--- src/rtl/fsm_par_ctrl_if.sv ---
// Handshake bundle between a sequencer slot, the parallel controller and its N child enables.
interface fsm_par_ctrl_if #(
   parameter int N = 2
) ();
   logic         valid;
   logic [N-1:0] child_en;
   logic [N-1:0] ready_child;
   logic [N-1:0] valid_child;
   logic         ready;
   logic [N-1:0] done_vec;
   logic         error;

   modport master (
      output valid, child_en, ready_child,
      input  valid_child, ready, done_vec, error
   );

   modport slave (
      input  valid, child_en, ready_child,
      output valid_child, ready, done_vec, error
   );
endinterface

--- src/rtl/fsm_par_ctrl.sv ---
// Parallel-composition controller: launches N children together and reports ready once all are done.
// Optional RUN watchdog compiled in with `define FSM_PAR_TIMEOUT_EN.
module fsm_par_ctrl #(
   parameter int N       = 2,
   parameter int TIMEOUT = 1024,
   parameter int CNT_W   = 16
) (
   input  logic           clk,
   input  logic           reset,
   fsm_par_ctrl_if.slave  bus
);

   typedef enum logic [1:0] {
      ST_IDLE = 2'd0,
      ST_RUN  = 2'd1,
      ST_DONE = 2'd2
   } state_t;

   state_t       state_r;
   state_t       state_nxt_s;
   logic [N-1:0] done_r;
   logic [N-1:0] hit_s;
   logic [N-1:0] valid_child_s;
   logic [N-1:0] done_vec_s;
   logic         all_done_s;
   logic         timeout_s;
   logic         ready_s;
   logic         error_s;

   // Same-cycle completions count together with the sticky bits.
   assign hit_s      = valid_child_s & bus.ready_child;
   assign all_done_s = &(done_r | hit_s);

`ifdef FSM_PAR_TIMEOUT_EN
   logic [CNT_W-1:0] cnt_r;
   logic             err_r;

   // RUN-cycle watchdog counter, cleared whenever the FSM is outside RUN.
   always_ff @(posedge clk or posedge reset) begin
      if (reset) begin
         cnt_r <= {CNT_W{1'b0}};
      end else if (state_r == ST_RUN) begin
         cnt_r <= cnt_r + CNT_W'(1);
      end else begin
         cnt_r <= {CNT_W{1'b0}};
      end
   end

   assign timeout_s = (state_r == ST_RUN) && (cnt_r == CNT_W'(TIMEOUT - 1));

   // Error flag: set only when expiry forces DONE, held through DONE.
   always_ff @(posedge clk or posedge reset) begin
      if (reset) begin
         err_r <= 1'b0;
      end else if (state_r == ST_RUN) begin
         err_r <= bus.valid && !all_done_s && timeout_s;
      end else if (state_r == ST_DONE) begin
         err_r <= err_r;
      end else begin
         err_r <= 1'b0;
      end
   end

   assign error_s = (state_r == ST_DONE) && err_r;
`else
   // Parameters stay visible so both builds share one instantiation.
   logic unused_cfg_s;
   assign unused_cfg_s = (TIMEOUT >= 1) && (CNT_W >= 1);
   assign timeout_s    = 1'b0;
   assign error_s      = 1'b0;
`endif

   // State register.
   always_ff @(posedge clk or posedge reset) begin
      if (reset) begin
         state_r <= ST_IDLE;
      end else begin
         state_r <= state_nxt_s;
      end
   end

   // Next-state logic; abort beats completion and timeout.
   always_comb begin
      state_nxt_s = ST_IDLE;
      case (state_r)
         ST_IDLE: begin
            if (bus.valid) begin
               state_nxt_s = ST_RUN;
            end else begin
               state_nxt_s = ST_IDLE;
            end
         end
         ST_RUN: begin
            if (!bus.valid) begin
               state_nxt_s = ST_IDLE;
            end else if (all_done_s || timeout_s) begin
               state_nxt_s = ST_DONE;
            end else begin
               state_nxt_s = ST_RUN;
            end
         end
         ST_DONE: begin
            if (bus.valid) begin
               state_nxt_s = ST_DONE;
            end else begin
               state_nxt_s = ST_IDLE;
            end
         end
         default: begin
            state_nxt_s = ST_IDLE;
         end
      endcase
   end

   // Sticky done bits; disabled children are pre-marked done at launch.
   always_ff @(posedge clk or posedge reset) begin
      if (reset) begin
         done_r <= {N{1'b0}};
      end else begin
         case (state_r)
            ST_IDLE: begin
               if (bus.valid) begin
                  done_r <= ~bus.child_en;
               end else begin
                  done_r <= {N{1'b0}};
               end
            end
            ST_RUN: begin
               if (!bus.valid) begin
                  done_r <= {N{1'b0}};
               end else begin
                  done_r <= done_r | hit_s;
               end
            end
            ST_DONE: begin
               if (!bus.valid) begin
                  done_r <= {N{1'b0}};
               end else begin
                  done_r <= done_r;
               end
            end
            default: begin
               done_r <= {N{1'b0}};
            end
         endcase
      end
   end

   // Moore output decode from state and done bits.
   always_comb begin
      valid_child_s = {N{1'b0}};
      done_vec_s    = {N{1'b0}};
      ready_s       = 1'b0;
      case (state_r)
         ST_IDLE: begin
            valid_child_s = {N{1'b0}};
            done_vec_s    = {N{1'b0}};
            ready_s       = 1'b0;
         end
         ST_RUN: begin
            valid_child_s = ~done_r;
            done_vec_s    = done_r;
            ready_s       = 1'b0;
         end
         ST_DONE: begin
            valid_child_s = {N{1'b0}};
            done_vec_s    = done_r;
            ready_s       = 1'b1;
         end
         default: begin
            valid_child_s = {N{1'b0}};
            done_vec_s    = {N{1'b0}};
            ready_s       = 1'b0;
         end
      endcase
   end

   assign bus.valid_child = valid_child_s;
   assign bus.done_vec    = done_vec_s;
   assign bus.ready       = ready_s;
   assign bus.error       = error_s;

endmodule

--- src/flat_wrapper.sv ---
// flat-port wrapper written by rule: the top's interface ports become plain ports
module fsm_par_ctrl_flat 
#(
   parameter int N       = 2,
   parameter int TIMEOUT = 1024,
   parameter int CNT_W   = 16
)
  (clk, reset, bus_valid, bus_child_en, bus_ready_child, bus_valid_child, bus_ready, bus_done_vec, bus_error);
  fsm_par_ctrl_if #(.N(N)) bus_i ();
  input  logic clk;
  input  logic reset;
  input wire logic [$bits(bus_i.valid)-1:0] bus_valid;
  input wire logic [$bits(bus_i.child_en)-1:0] bus_child_en;
  input wire logic [$bits(bus_i.ready_child)-1:0] bus_ready_child;
  output wire logic [$bits(bus_i.valid_child)-1:0] bus_valid_child;
  output wire logic [$bits(bus_i.ready)-1:0] bus_ready;
  output wire logic [$bits(bus_i.done_vec)-1:0] bus_done_vec;
  output wire logic [$bits(bus_i.error)-1:0] bus_error;
  assign bus_i.valid = bus_valid;
  assign bus_i.child_en = bus_child_en;
  assign bus_i.ready_child = bus_ready_child;
  assign bus_valid_child = bus_i.valid_child;
  assign bus_ready = bus_i.ready;
  assign bus_done_vec = bus_i.done_vec;
  assign bus_error = bus_i.error;
  fsm_par_ctrl #(.N(N), .TIMEOUT(TIMEOUT), .CNT_W(CNT_W)) u_core (.clk(clk), .reset(reset), .bus(bus_i));
endmodule
--- config.mk ---
export PLATFORM = sky130hd
export DESIGN_NAME = fsm_par_ctrl_flat
export DESIGN_NICKNAME = d
export VERILOG_FILES = /design/src/rtl/fsm_par_ctrl_if.sv /design/src/rtl/fsm_par_ctrl.sv /design/src/flat_wrapper.sv
export SDC_FILE = /design/constraint.sdc
export NUM_CORES = 1
export LEC_CHECK = 0
export BUFFER_PORTS_ARGS = -buffer_cell sky130_fd_sc_hd__buf_2
export CAP_MARGIN = 20
export CORE_AREA = 2 2 39 41
export CTS_BUF_LIST = sky130_fd_sc_hd__clkbuf_4 sky130_fd_sc_hd__clkbuf_8 sky130_fd_sc_hd__clkbuf_16
export CTS_CLUSTER_DIAMETER = 200
export DETAILED_ROUTE_END_ITERATION = 16
export DIE_AREA = 0 0 41 43
export PLACE_DENSITY = 0.47
export SETUP_SLACK_MARGIN = 0.2
export SYNTH_ARGS = -nofsm -noshare
export SYNTH_HDL_FRONTEND = slang
export SYNTH_SLANG_ARGS = --single-unit
export TNS_END_PERCENT = 20
--- constraint.sdc ---
create_clock -name clk -period 1.2 [get_ports clk]
set_input_delay 0.24 -clock clk [delete_from_list [all_inputs] [get_ports clk]]
set_output_delay 0.24 -clock clk [all_outputs]
set_load 0.005 [all_outputs]
Yosys cells after proc, flatten, opt, wreduce, memory -nomap -nowiden

Cells that the tools add are included.

Bits of input ports: 7
Bits in registers: 4
Word-level logic and storage cells: 24
Output and inout port bits: 6

Equality and inequality tests: 3
Bitwise logic cells: 4
Muxes and demuxes: 12
Reductions and logical operators: 3

Operators by type and width:

| operator                                                         | number |
|---|---|
| 2-bit two-way mux                                                | 8 |
| 2-bit case mux with 3 select lines                               | 2 |
| 2-bit NOT                                                        | 2 |
| 2-bit bitwise AND                                                | 1 |
| 2-bit by 1-bit == test with 1-bit output (second input constant) | 1 |
| 2-bit == test (second input constant)                            | 1 |
| 2-bit logical NOT                                                | 1 |
| 1-bit two-way mux                                                | 2 |
| 2-bit inequality test (second input constant)                    | 1 |
| 2-bit OR                                                         | 1 |
| 2-bit AND reduction                                              | 1 |
| 2-bit OR reduction                                               | 1 |

Depth between registers and ports, before layout

Gate-level depths: netlist of run 1.

Word-level depth: 8
Mapped depth: 5
Depth with buffers taken out: 5

Worst setup path after synthesis of run 1

OpenSTA, ideal clock, no wires.

Path type: register to output
From: register u_core.state_r[0]
To: output bus_done_vec[0]
Arrival time: 876 ps
Path slack: 84 ps
Path buffers: 0
Cell stages (with the launch flop): 4
Data required time: 960 ps
Cell sequence: dfrtp_1 > inv_1 > ha_1 > and2_2

Longest elaborated chain between the ends: 3
Elaborated cells on any way between the ends: 4
Classes of those cells: 2 x eq/ne; 1 x mux; 1 x reduce/logical

Ends and longest elaborated chain:

| element                                                                          | line                | source |
|---|---|---|
| start: declaration                                                               | fsm_par_ctrl.sv:19  | `state_t state_r;` |
| start signal: assignment                                                         | fsm_par_ctrl.sv:78  | `state_r <= state_nxt_s;` |
| 2-bit by 1-bit == test with 1-bit output / 2-bit == test (equally long branches) | fsm_par_ctrl.sv:154 | `case (state_r)` |
| 2-bit OR reduction (no line) *                                                   | -                   |  |
| 2-bit two-way mux *                                                              | fsm_par_ctrl.sv:154 |  |
| end: declaration                                                                 | flat_wrapper.sv:17  | `output wire logic [$bits(bus_i.done_vec)-1:0] bus_done_vec;` |

Every way passes the cells marked *; elsewhere a longest branch is shown, timed or not.

Final worst setup path of run 1

From: register u_core.state_r[0]
To: output bus_done_vec[1]

The elaborated chain is that of the path after synthesis.

==> results of run 1 <==
-- power by group through the flow --
stage | sequential [mW] | combinational, mW | clock, mW
after detailed placement | 0.211 | 0.301 | 0
after CTS | 0.211 | 0.433 | 0.170
final | 0.211 | 0.489 | 0.160
after floorplan | 0.203 | 0.204 | 0
after global routing | 0.216 | 0.539 | 0.176
after global placement | 0.211 | 0.303 | 0
-- area by class of cell --
cell class | count | area [sq um] | area share (%)
Multi-Input combinational cell | 22 | 221 | 44.5
Sequential cell | 4 | 100 | 20.1
Inverter | 5 | 18.8 | 3.77
Timing Repair Buffer | 16 | 115 | 23.1
Tap cell | 16 | 20.0 | 4.02
Clock buffer | 3 | 22.5 | 4.52
-- state kept, by name, indices dropped and copies added, names as in the netlist --
signal and count:
u_core.done_r 2, u_core.state_r 2
-- synth_stat cells (all sizes together) --
library cell and count:
nand2b 1, a21oi 1, and2 2, o22a 1, o22ai 3, inv 5
nor2b 2, buf 1, conb 1, ha 4, nand3b 1, dfrtp 4
o211a 2, nor2 4
-- final timing paths --
kind | slack [ns] | endpoint | cells after the start
min in group asynchronous | 0.43 | u_core.done_r[1] | 3
max in group asynchronous | 0.62 | u_core.state_r[0] | 3
worst min-delay path | 0.30 | u_core.done_r[1] | 2
worst max register to register | -0.07 | u_core.state_r[0] | 6
worst min register to register | 0.62 | u_core.done_r[1] | 1
worst max-delay path | -0.19 | bus_done_vec[1] | 4
-- through the flow --
stage | util [%] | hold WS [ns] | worst slack (ns) | instances
2_1_floorplan | - | 0.00608 | 0.127 | 32
3_3_place_gp | 26.7 | 0.126 | 0.00290 | 59
3_5_place_dp | 26.7 | 0.129 | -0.0000799 | 59
4_1_cts | 34.1 | 0.293 | -0.196 | 65
5_1_grt | 36.0 | 0.295 | -0.237 | 66
6_report | 36.0 | 0.297 | -0.191 | 66
-- cell families (layout without fill, tap and decap cells) --
group                      Yosys count  count (layout)  share of synthesized area (%)
and+or+nand+nor                     10              10                           19.1
AOI/OAI and AO/OA                    7               7                           18.3
buffers and inverters                6              24                           9.13
adders and majority gates            4               4                           17.4
DFF                                  4               4                           34.8
other                                1               1                           1.30
-- timing repair --
action / in CTS / in global routing
endpoints found under the hold margin: 4 / 0
buffers inserted: 2 / 1
gates resized for setup: 10 / 4
setup endpoints to repair: 9 / 9
hold buffers: 1 / 0
pin swaps: 1 / 2
-- routing by layer --
layer / up-vias / GRT usage (%) / part of all wire, %
li1: 142 / - / -
met1: 127 / 8.82 / 35
met2: 11 / 16.9 / 58
met3: 0 / 4.71 / 7.2
met4: 0 / 8.00 / 0
met5: - / 0 / 0
==> parameters.txt, run 1 <==
Parameter                              Value

Power and ir drop
  Total Power Consumption    0.860 mW
  Pwr per Cell Area    1730 nW/um^2
  Net switching power of the design    0.293 mW
  Relative contribution of sequential cells to total power    24.5%
  Portion of total power attributed to combinational logic    56.9%
  Switching Fraction    34.1%
  Int Power    0.567 mW
  Max IR drop VDD    0.000479 V
  Static Leakage    0.252 nW
  Proportion of power drawn by the clock network    18.6%

Clock network
  CTS buffer count    3
  Clock tree from TritonCTS    done
  Deepest clock path buffer count    2
  Clock root cell    sky130_fd_sc_hd__clkbuf_4
  CTS HTree Levels    1
  Clock sinks    4
  Clock network latency to the later pin of the worst-skew pair    0.23 ns
  Clock slew at reported path FFs    0.04 ns

Logic synthesis
  Area share of the largest cell type after synthesis    34.8%
  Sequential element share of the synthesized area    34.8%
  Synthesized netlist cell count    32
  Count of yosys warnings during synthesis    0
  Nets in the synthesized netlist    43
  Post-synthesis cell type count    15
  Synth area leader    sky130_fd_sc_hd__dfrtp_1
  Yosys reg bits    4
  Mean area per synthesized cell    8.99 sq um
  Post-synth design cell area    288 sq um
  Synth area leaders    sky130_fd_sc_hd__dfrtp_1 35%, sky130_fd_sc_hd__ha_1 17%, sky130_fd_sc_hd__o211a_1 7.0%

Setup path
  Critical path peak fanout    2
  Worst-path cell chain    inv_2 -> ha_4 -> and2_4 -> buf_6
  Standard cell with the maximum stage delay on the critical path    sky130_fd_sc_hd__dfrtp_1
  First element of the critical path    u_core.state_r[0]
  Buffering stage count on the worst path with inverters included    2
  Cell type group with the largest total delay on the critical path    flip-flops
  Delay of the slowest cell on the worst path    0.39 ns
  Sort of element at the start of the critical path    register
  Critical path class    reg2out
  CP Data Arrival Time    1.15 ns
  CP Data Required Time    0.96 ns
  Startpoint of the lowest-slack register-to-register path    u_core.state_r[0]
  Endpoint kind of the worst setup timing path    output port

Finish
  Synth-to-Final Area Change    73.0%
  Commonest non-fill, non-tap cell in the layout    sky130_fd_sc_hd__buf_2
  Net total in the final layout    63
  Antenna diode count    0
  Fillers    155
  Final cell area excluding filler cells    498 sq um
  Most frequent cells in the layout    9 x sky130_fd_sc_hd__buf_2, 4 x sky130_fd_sc_hd__buf_6, 4 x sky130_fd_sc_hd__dfrtp_1
  Proportion of layout cells with a drive suffix above 1    58.0%

Route
  Vias after detailed routing    280
  Count of antenna-violating nets left after detailed routing    0
  Initial drt markers    6
  DR WL/cell    10.8 um
  Detailed Routing Iterations Pass 1    3
  Vias per cell    4.24
  Number of design rule violations left after detail routing    0
  DRT Wirelength    711 um

Placed design
  HPWL after detailed placement    534 um
  Placer Congestion    0.585
  Post-DP Area    369 sq um
  Port buffer count    11

STA
  Min Clock Period, post-route    1.39 ns
  Final period utilization    116%
  Maximum achievable frequency    719 MHz
  Crit path setup slack, layout    -0.191 ns
  Worst clock skew on the final layout    0.00408 ns
  Final number of max-transition violations    0
  Unrepaired setup endpoints after global routing    yes
  Final Hold Fails    0
  Setup TNS Final    -0.962 ns
  Setup violation total in the final timing report    8

Global routing
  Pin count of the biggest net entering global routing    6
  Vias in the first global route    299
  Remaining global-route overflow    0
  Antenna violations before repair    0
  Global routing usage summed across all routing layers    10.3%
  Wire length of the first global-routing pass    1.15 mm

Floorplanning
  Die width    41 um
  Number of top-level design ports    13
  Overall die area    1760 sq um
  Effective utilization at floorplan    20.8%
  Area inside the core boundary    1380 sq um
  Chip height    43 um
  Standard-cell rows    14

Status
  Result of the run    finished with violations
  Violations in the final reports    setup timing

Run
  MaxCap Viol Count    0

Worst hold path
  Worst min-delay path category    in2reg
  Startpoint of the most critical hold path    bus_valid
Power figures use the tool's default switching activity.
==> run 2: changes to the inputs <==
Settings changed: ABC_AREA set to 1, PLACE_DENSITY 0.47 to 0.49.
==> run 2 against run 1 <==
The flow still finishes with violations (setup timing). Setup slack improved by 0.026 ns. Register-to-register slack barely moved. Critical path depth rose by 1.
==> parameters.txt, run 2 <==
Parameter                              Value

Clock network
  Clock root cell    sky130_fd_sc_hd__clkbuf_4 (unchanged)
  Clock tree from TritonCTS    done (unchanged)
  Clock network latency to the later pin of the worst-skew pair    0.23 ns (about the same)
  Deepest clock path buffer count    2 (unchanged)
  Clock sinks    4 (unchanged)
  CTS HTree Levels    1 (unchanged)
  CTS buffer count    3 (unchanged)
  Clock slew at reported path FFs    0.03 ns (was 0.04 ns)

Status
  Result of the run    finished with violations (unchanged)
  Violations in the final reports    setup timing (unchanged)

Setup path
  CP Data Arrival Time    1.12 ns (was 1.15 ns)
  Internal reg-to-reg setup slack    -0.08 ns (was -0.07 ns)
  CP Data Required Time    0.96 ns (about the same)
  Startpoint of the lowest-slack register-to-register path    u_core.state_r[0] (unchanged)
  Sort of element at the start of the critical path    register (unchanged)
  Endpoint kind of the worst setup timing path    output port (unchanged)
  Critical path peak fanout    2 (unchanged)
  First element of the critical path    u_core.state_r[1] (was u_core.state_r[0])
  Critical path class    reg2out (unchanged)

Worst hold path
  Startpoint of the most critical hold path    bus_valid (unchanged)
  Worst min-delay path category    in2reg (unchanged)

Placed design
  HPWL after detailed placement    514 um (was 534 um)
  Port buffer count    11 (unchanged)
  Placement Setup Slack    0.0267 ns (was -0.0000799 ns)
  Placer Congestion    0.684 (was 0.585)

Route
  Initial drt markers    7 (was 6)
  Vias per cell    3.94 (was 4.24)
  Vias after detailed routing    327 (was 280)
  DR WL/cell    9.57 um (was 10.8 um)
  Count of antenna-violating nets left after detailed routing    0 (unchanged)
  DRT Wirelength    794 um (was 711 um)
  Detailed Routing Iterations Pass 1    3 (unchanged)
  Number of design rule violations left after detail routing    0 (unchanged)

Logic synthesis
  Proportion of synthesized flip-flops having asynchronous set or reset    100% (unchanged)
  Mean area per synthesized cell    6.52 sq um (was 8.99 sq um)
  Area share of the largest cell type after synthesis    32.0% (was 34.8%)
  Synth area leader    sky130_fd_sc_hd__dfrtp_1 (unchanged)
  Post-synthesis cell type count    11 (was 15)
  Library cell with the highest instance count after synthesis    sky130_fd_sc_hd__nand2_1 (was sky130_fd_sc_hd__inv_1)
  Nets in the synthesized netlist    59 (was 43)
  Sequential element share of the synthesized area    32.0% (was 34.8%)
  Post-synth design cell area    313 sq um (was 288 sq um)
  Ranking of synthesized cells by instance count    21 x sky130_fd_sc_hd__nand2_1, 9 x sky130_fd_sc_hd__inv_1, 4 x sky130_fd_sc_hd__dfrtp_1, 4 x sky130_fd_sc_hd__ha_1 (was 5 x sky130_fd_sc_hd__inv_1, 4 x sky130_fd_sc_hd__dfrtp_1, 4 x sky130_fd_sc_hd__ha_1, 4 x sky130_fd_sc_hd__nor2_1, 3 x sky130_fd_sc_hd__o22ai_1)
  Synth area leaders    sky130_fd_sc_hd__dfrtp_1 32%, sky130_fd_sc_hd__nand2_1 25%, sky130_fd_sc_hd__ha_1 16% (was sky130_fd_sc_hd__dfrtp_1 35%, sky130_fd_sc_hd__ha_1 17%, sky130_fd_sc_hd__o211a_1 7.0%)
  Primary FF master, synth    sky130_fd_sc_hd__dfrtp_1 (unchanged)
  EDFF count, synth    0 (unchanged)
  Count of yosys warnings during synthesis    0 (unchanged)
  Synthesized netlist cell count    48 (was 32)
  Yosys reg bits    4 (unchanged)

STA
  Crit path setup slack, layout    -0.165 ns (was -0.191 ns)
  Worst clock skew on the final layout    0.000706 ns (was 0.00408 ns)
  Final period utilization    114% (was 116%)
  Setup violation total in the final timing report    9 (was 8)
  Final Hold Fails    0 (unchanged)
  Min Clock Period, post-route    1.36 ns (was 1.39 ns)
  Final number of max-transition violations    0 (unchanged)
  Unrepaired setup endpoints after global routing    yes (unchanged)
  Maximum achievable frequency    733 MHz (was 719 MHz)

Floorplanning
  Chip height    43 um (unchanged)
  Standard-cell rows    14 (unchanged)
  Die width    41 um (unchanged)
  Effective utilization at floorplan    22.6% (was 20.8%)
  Area inside the core boundary    1380 sq um (unchanged)
  Overall die area    1760 sq um (unchanged)
  Number of top-level design ports    13 (unchanged)

Global routing
  Vias in the first global route    279 (was 299)
  Pin count of the biggest net entering global routing    5 (was 6)
  Global routing usage summed across all routing layers    10.1% (was 10.3%)
  Remaining global-route overflow    0 (unchanged)
  Wire length of the first global-routing pass    1.11 mm (was 1.15 mm)
  Antenna violations before repair    0 (unchanged)

Run
  MaxCap Viol Count    0 (unchanged)

Finish
  Final Util    38.3% (was 36.0%)
  Commonest non-fill, non-tap cell in the layout    sky130_fd_sc_hd__nand2_1 (was sky130_fd_sc_hd__buf_2)
  Net total in the final layout    80 (was 63)
  Top flop regs    u_core.done_r (2), u_core.state_r (2) (unchanged)
  Antenna diode count    0 (unchanged)
  Proportion of layout cells with a drive suffix above 1    52.2% (was 58.0%)
  Synth-to-Final Area Change    69.6% (was 73.0%)
  Most frequent cells in the layout    17 x sky130_fd_sc_hd__nand2_1, 9 x sky130_fd_sc_hd__buf_2, 6 x sky130_fd_sc_hd__inv_2 (was 9 x sky130_fd_sc_hd__buf_2, 4 x sky130_fd_sc_hd__buf_6, 4 x sky130_fd_sc_hd__dfrtp_1)
  Fillers    143 (was 155)

Power and ir drop
  Max IR drop VDD    0.000694 V (was 0.000479 V)
  Total Power Consumption    1.06 mW (was 0.860 mW)
  Static Leakage    0.299 nW (was 0.252 nW)
  Pwr per Cell Area    2000 nW/um^2 (was 1730 nW/um^2)
[run 2: cells by family after synthesis]
family / after synthesis / share of synthesized area [%]
DFF: 4 / 32.0
adders and majority gates: 4 / 16.0
AOI/OAI and AO/OA: 2 / 3.20
other: 1 / 1.20
buffers and inverters: 11 / 14.4
and+or+nand+nor: 26 / 33.2
[run 2: what timing repair did]
item	4_1_cts	5_1_grt
endpoints found under the hold margin	4	0
gates resized for setup	11	10
pin swaps	2	3
buffers inserted	3	1
endpoints found under the setup margin	9	9
hold buffers	1	0
[run 2: layout make-up]
| class | instances | area [sq um] | area share (%) |
|---|---|---|---|
| clock buffers | 3 | 22.5 | 4.25 |
| inverters | 10 | 37.5 | 7.08 |
| well taps | 16 | 20.0 | 3.77 |
| flip-flops and latches | 4 | 100 | 18.9 |
| repair buffers | 17 | 123 | 23.1 |
| multi-input cells | 33 | 228 | 42.9 |
[run 2: worst paths after layout]
check,end,cells past startpoint
setup / recovery,bus_done_vec[0],5
hold / removal,u_core.state_r[0],3
setup reg to reg,u_core.done_r[0],9
hold reg to reg,u_core.done_r[0],2
max in group asynchronous,u_core.state_r[1],3
min in group asynchronous,u_core.done_r[1],3
[run 2: stage by stage]
| stage | hold slack (ns) | instances | TNS (ns) | instance area (sq um) |
|---|---|---|---|---|
| after floorplan | 0.00608 | 48 | 0 | 313 |
| after global placement | 0.121 | 75 | 0 | 388 |
| after detailed placement | 0.120 | 75 | 0 | 388 |
| after CTS | 0.329 | 82 | -0.856 | 483 |
| after global routing | 0.366 | 83 | -1.34 | 531 |
| final | 0.359 | 83 | -0.892 | 531 |
[run 2: worst max-delay path: stages, from the launching register on]
cell and delay [ns]:
sky130_fd_sc_hd__dfrtp_1 0.37, sky130_fd_sc_hd__inv_2 0.11, sky130_fd_sc_hd__ha_4 0.22, sky130_fd_sc_hd__nand2_2 0.06
sky130_fd_sc_hd__inv_2 0.03, sky130_fd_sc_hd__buf_2 0.11
[run 2: where the power goes]
group          total (mW)  internal (mW)  switching (mW)
Clock               0.159          0.111          0.0473
Sequential          0.230          0.182          0.0480
Combinational       0.670          0.343           0.327
[run 2: per-layer routing]
layer	routed length, um	global-route usage, %
met4	0	8.00
met1	327	10.1
met2	443	15.9
met3	23	3.14
met5	0	0
==> run 3: changes to the inputs <==
--- a/constraint.sdc
+++ b/constraint.sdc
@@ -3,2 +3,2 @@
 set_output_delay 0.24 -clock clk [all_outputs]
-set_load 0.005 [all_outputs]
+set_load 0.02 [all_outputs]
==> run 3 against run 2 <==
Core utilization is 2.5 points higher. Combinational power is 26% higher. Clock power hardly changed. Maximum frequency is 3.8% lower. Sequential share of layout area is 1.2 points lower. The run still ends with setup timing left. Total power is 18% higher. Hold slack worse by 0.021 ns. Count of clock-buffer cells in the layout stayed put. Wire length is 9.7% lower. Sequential power is 8% higher.
==> parameters.txt, run 3 (synthesis results as in run 2) <==
Parameter                              Value

Clock network
  Clock root cell    sky130_fd_sc_hd__clkbuf_4 (unchanged)
  Clock network latency to the later pin of the worst-skew pair    0.23 ns (about the same)
  Deepest clock path buffer count    2 (unchanged)
  CTS HTree Levels    1 (unchanged)
  Clock sinks    4 (unchanged)
  Clock tree from TritonCTS    done (unchanged)
  Clock slew at reported path FFs    0.03 ns (about the same)
  CTS buffer count    3 (unchanged)

Status
  Violations in the final reports    setup timing (unchanged)
  Result of the run    finished with violations (unchanged)

Power and ir drop
  Max IR drop VDD    0.000798 V (was 0.000694 V)
  Relative contribution of sequential cells to total power    19.8% (was 21.7%)
  Total Power Consumption    1.25 mW (was 1.06 mW)
  Pwr per Cell Area    2220 nW/um^2 (was 2000 nW/um^2)
  Proportion of power drawn by the clock network    12.8% (was 15.0%)
  Switching Fraction    42.7% (was 39.9%)
  Static Leakage    0.306 nW (was 0.299 nW)
  Int Power    0.718 mW (was 0.636 mW)
  Portion of total power attributed to combinational logic    67.4% (was 63.3%)
  Net switching power of the design    0.535 mW (was 0.422 mW)

Finish
  Fillers    157 (was 143)
  Non-filler cells in the finished layout    83 (unchanged)
  Footprint of the multi-input gates    241 sq um (was 228 sq um)
  Commonest non-fill, non-tap cell in the layout    sky130_fd_sc_hd__nand2_1 (unchanged)
  Net total in the final layout    80 (unchanged)
  Top flop regs    u_core.done_r (2), u_core.state_r (2) (unchanged)
  Register cell area after layout    100 sq um (unchanged)
  Proportion of layout cells with a drive suffix above 1    56.7% (was 52.2%)
  Synth-to-Final Area Change    80.8% (was 69.6%)
  Antenna diode count    0 (unchanged)
  Final cell area excluding filler cells    566 sq um (was 531 sq um)
  Most frequent cells in the layout    14 x sky130_fd_sc_hd__nand2_1, 7 x sky130_fd_sc_hd__nand2_2, 7 x sky130_fd_sc_hd__buf_6, 6 x sky130_fd_sc_hd__buf_2, 5 x sky130_fd_sc_hd__inv_2 (was 17 x sky130_fd_sc_hd__nand2_1, 9 x sky130_fd_sc_hd__buf_2, 6 x sky130_fd_sc_hd__inv_2)

Floorplanning
  Overall die area    1760 sq um (unchanged)
  Die width    41 um (unchanged)
  Chip height    43 um (unchanged)
  Area inside the core boundary    1380 sq um (unchanged)
  Number of top-level design ports    13 (unchanged)
  Standard-cell rows    14 (unchanged)
  Effective utilization at floorplan    22.6% (unchanged)

Setup path
  Worst-path cell chain    inv_2 -> ha_4 -> nand2_2 -> inv_2 -> buf_6 (was inv_2 -> ha_4 -> nand2_2 -> inv_2 -> buf_2)
  Cell with the most instances on the worst path    sky130_fd_sc_hd__inv_2 (unchanged)
  CP Data Arrival Time    1.18 ns (was 1.12 ns)
  Sort of element at the start of the critical path    register (unchanged)
  CP Data Required Time    0.96 ns (about the same)
  Critical path class    reg2out (unchanged)
  Delay of the slowest cell on the worst path    0.40 ns (was 0.37 ns)
  Internal reg-to-reg setup slack    -0.07 ns (was -0.08 ns)
  Endpoint kind of the worst setup timing path    output port (unchanged)
  Standard cell with the maximum stage delay on the critical path    sky130_fd_sc_hd__dfrtp_1 (unchanged)
  Critical path peak fanout    3 (was 2)

Global routing
  Wire length of the first global-routing pass    1.05 mm (was 1.11 mm)
  Global routing usage summed across all routing layers    9.38% (was 10.1%)
  Pin count of the biggest net entering global routing    5 (unchanged)
  Antenna violations before repair    0 (unchanged)
  Remaining global-route overflow    0 (unchanged)
  Vias in the first global route    301 (was 279)

Route
  DR WL/cell    8.64 um (was 9.57 um)
  Vias per cell    3.86 (was 3.94)
  Initial drt markers    1 (was 7)
  Detailed Routing Iterations Pass 1    2 (was 3)
  Vias after detailed routing    320 (was 327)
  DRT Wirelength    717 um (was 794 um)
  Number of design rule violations left after detail routing    0 (unchanged)
  Count of antenna-violating nets left after detailed routing    0 (unchanged)

Placed design
  Placement Setup Slack    -0.0326 ns (was 0.0267 ns)
  Port buffer count    11 (unchanged)
  DP Cell Count    76 (was 75)
  Post-DP Area    413 sq um (was 388 sq um)
  Placer Congestion    0.671 (was 0.684)
  HPWL after detailed placement    519 um (was 514 um)

STA
  Final number of max-transition violations    0 (unchanged)
  Min Clock Period, post-route    1.42 ns (was 1.36 ns)
  Final Hold Fails    0 (unchanged)
  Crit path setup slack, layout    -0.218 ns (was -0.165 ns)
  Setup violation total in the final timing report    9 (unchanged)
  Maximum achievable frequency    705 MHz (was 733 MHz)
  Final period utilization    118% (was 114%)
  Worst clock skew on the final layout    0.00161 ns (was 0.000706 ns)
  Worst hold-check slack    0.339 ns (was 0.359 ns)
  Unrepaired setup endpoints after global routing    yes (unchanged)

Worst hold path
  Worst min-delay path category    in2reg (unchanged)

Run
  MaxCap Viol Count    0 (unchanged)
run 3: cell count changes in the layout (fill, tap and decap cells not counted), moves of 2 or more:
cell and change:
sky130_fd_sc_hd__nor2_1 -2, sky130_fd_sc_hd__buf_6 +3, sky130_fd_sc_hd__buf_2 -3, sky130_fd_sc_hd__nand2_2 +3, sky130_fd_sc_hd__nand2_1 -3, sky130_fd_sc_hd__nor2_4 +2
run 3: per-stage QoR:
step,TNS (ns),util [%]
after floorplan,0,-
after global placement,-0.0369,29.8
after detailed placement,-0.0604,29.8
after CTS,-1.17,39.9
after global routing,-1.59,40.9
final,-1.19,40.9
run 3: per-layer routing:
metal	global-route usage (%)	wire, um	up-vias
li1	-	-	176
met1	9.15	287	137
met2	15.6	385	7
met3	1.57	43	0
met4	8.00	0	0
met5	0	0	-
run 3: layout make-up:
type / count / share of cell area (%)
Clock buffer: 3 / 3.98
Inverter: 10 / 7.08
Multi-Input combinational cell: 33 / 42.7
Sequential cell: 4 / 17.7
Tap cell: 16 / 3.54
Timing Repair Buffer: 17 / 25.0
run 3: critical path, delay by kind of cell, from the launching register on:
family                     cells  cell delay [ns]
and+or+nand+nor                1             0.05
DFF                            1             0.40
buffers and inverters          3             0.22
adders and majority gates      1             0.27
run 3: power by group through the flow:
stage	clock [mW]	combinational (mW)	sequential, mW
CTS	0.171	0.804	0.243
detailed placement	0	0.523	0.240
finish	0.160	0.845	0.248
floorplan	0	0.376	0.229
global placement	0	0.525	0.239
global route	0.178	0.919	0.254
run 3: worst paths after layout:
check,startpoint,to,cells past startpoint
worst max-delay path,u_core.state_r[0],bus_done_vec[0],5
worst min-delay path,bus_valid,u_core.state_r[0],3
worst max register to register,u_core.state_r[0],u_core.done_r[1],9
worst min register to register,u_core.done_r[1],u_core.done_r[1],2
max in group asynchronous,reset,u_core.state_r[1],3
min in group asynchronous,reset,u_core.done_r[0],3
run 3: timing repair:
action	in CTS	in global routing
resized for setup	22	5
endpoints found under the hold margin	4	0
setup endpoints to repair	9	9
hold buffers	1	0
pin swaps	3	1
buffers inserted	3	0
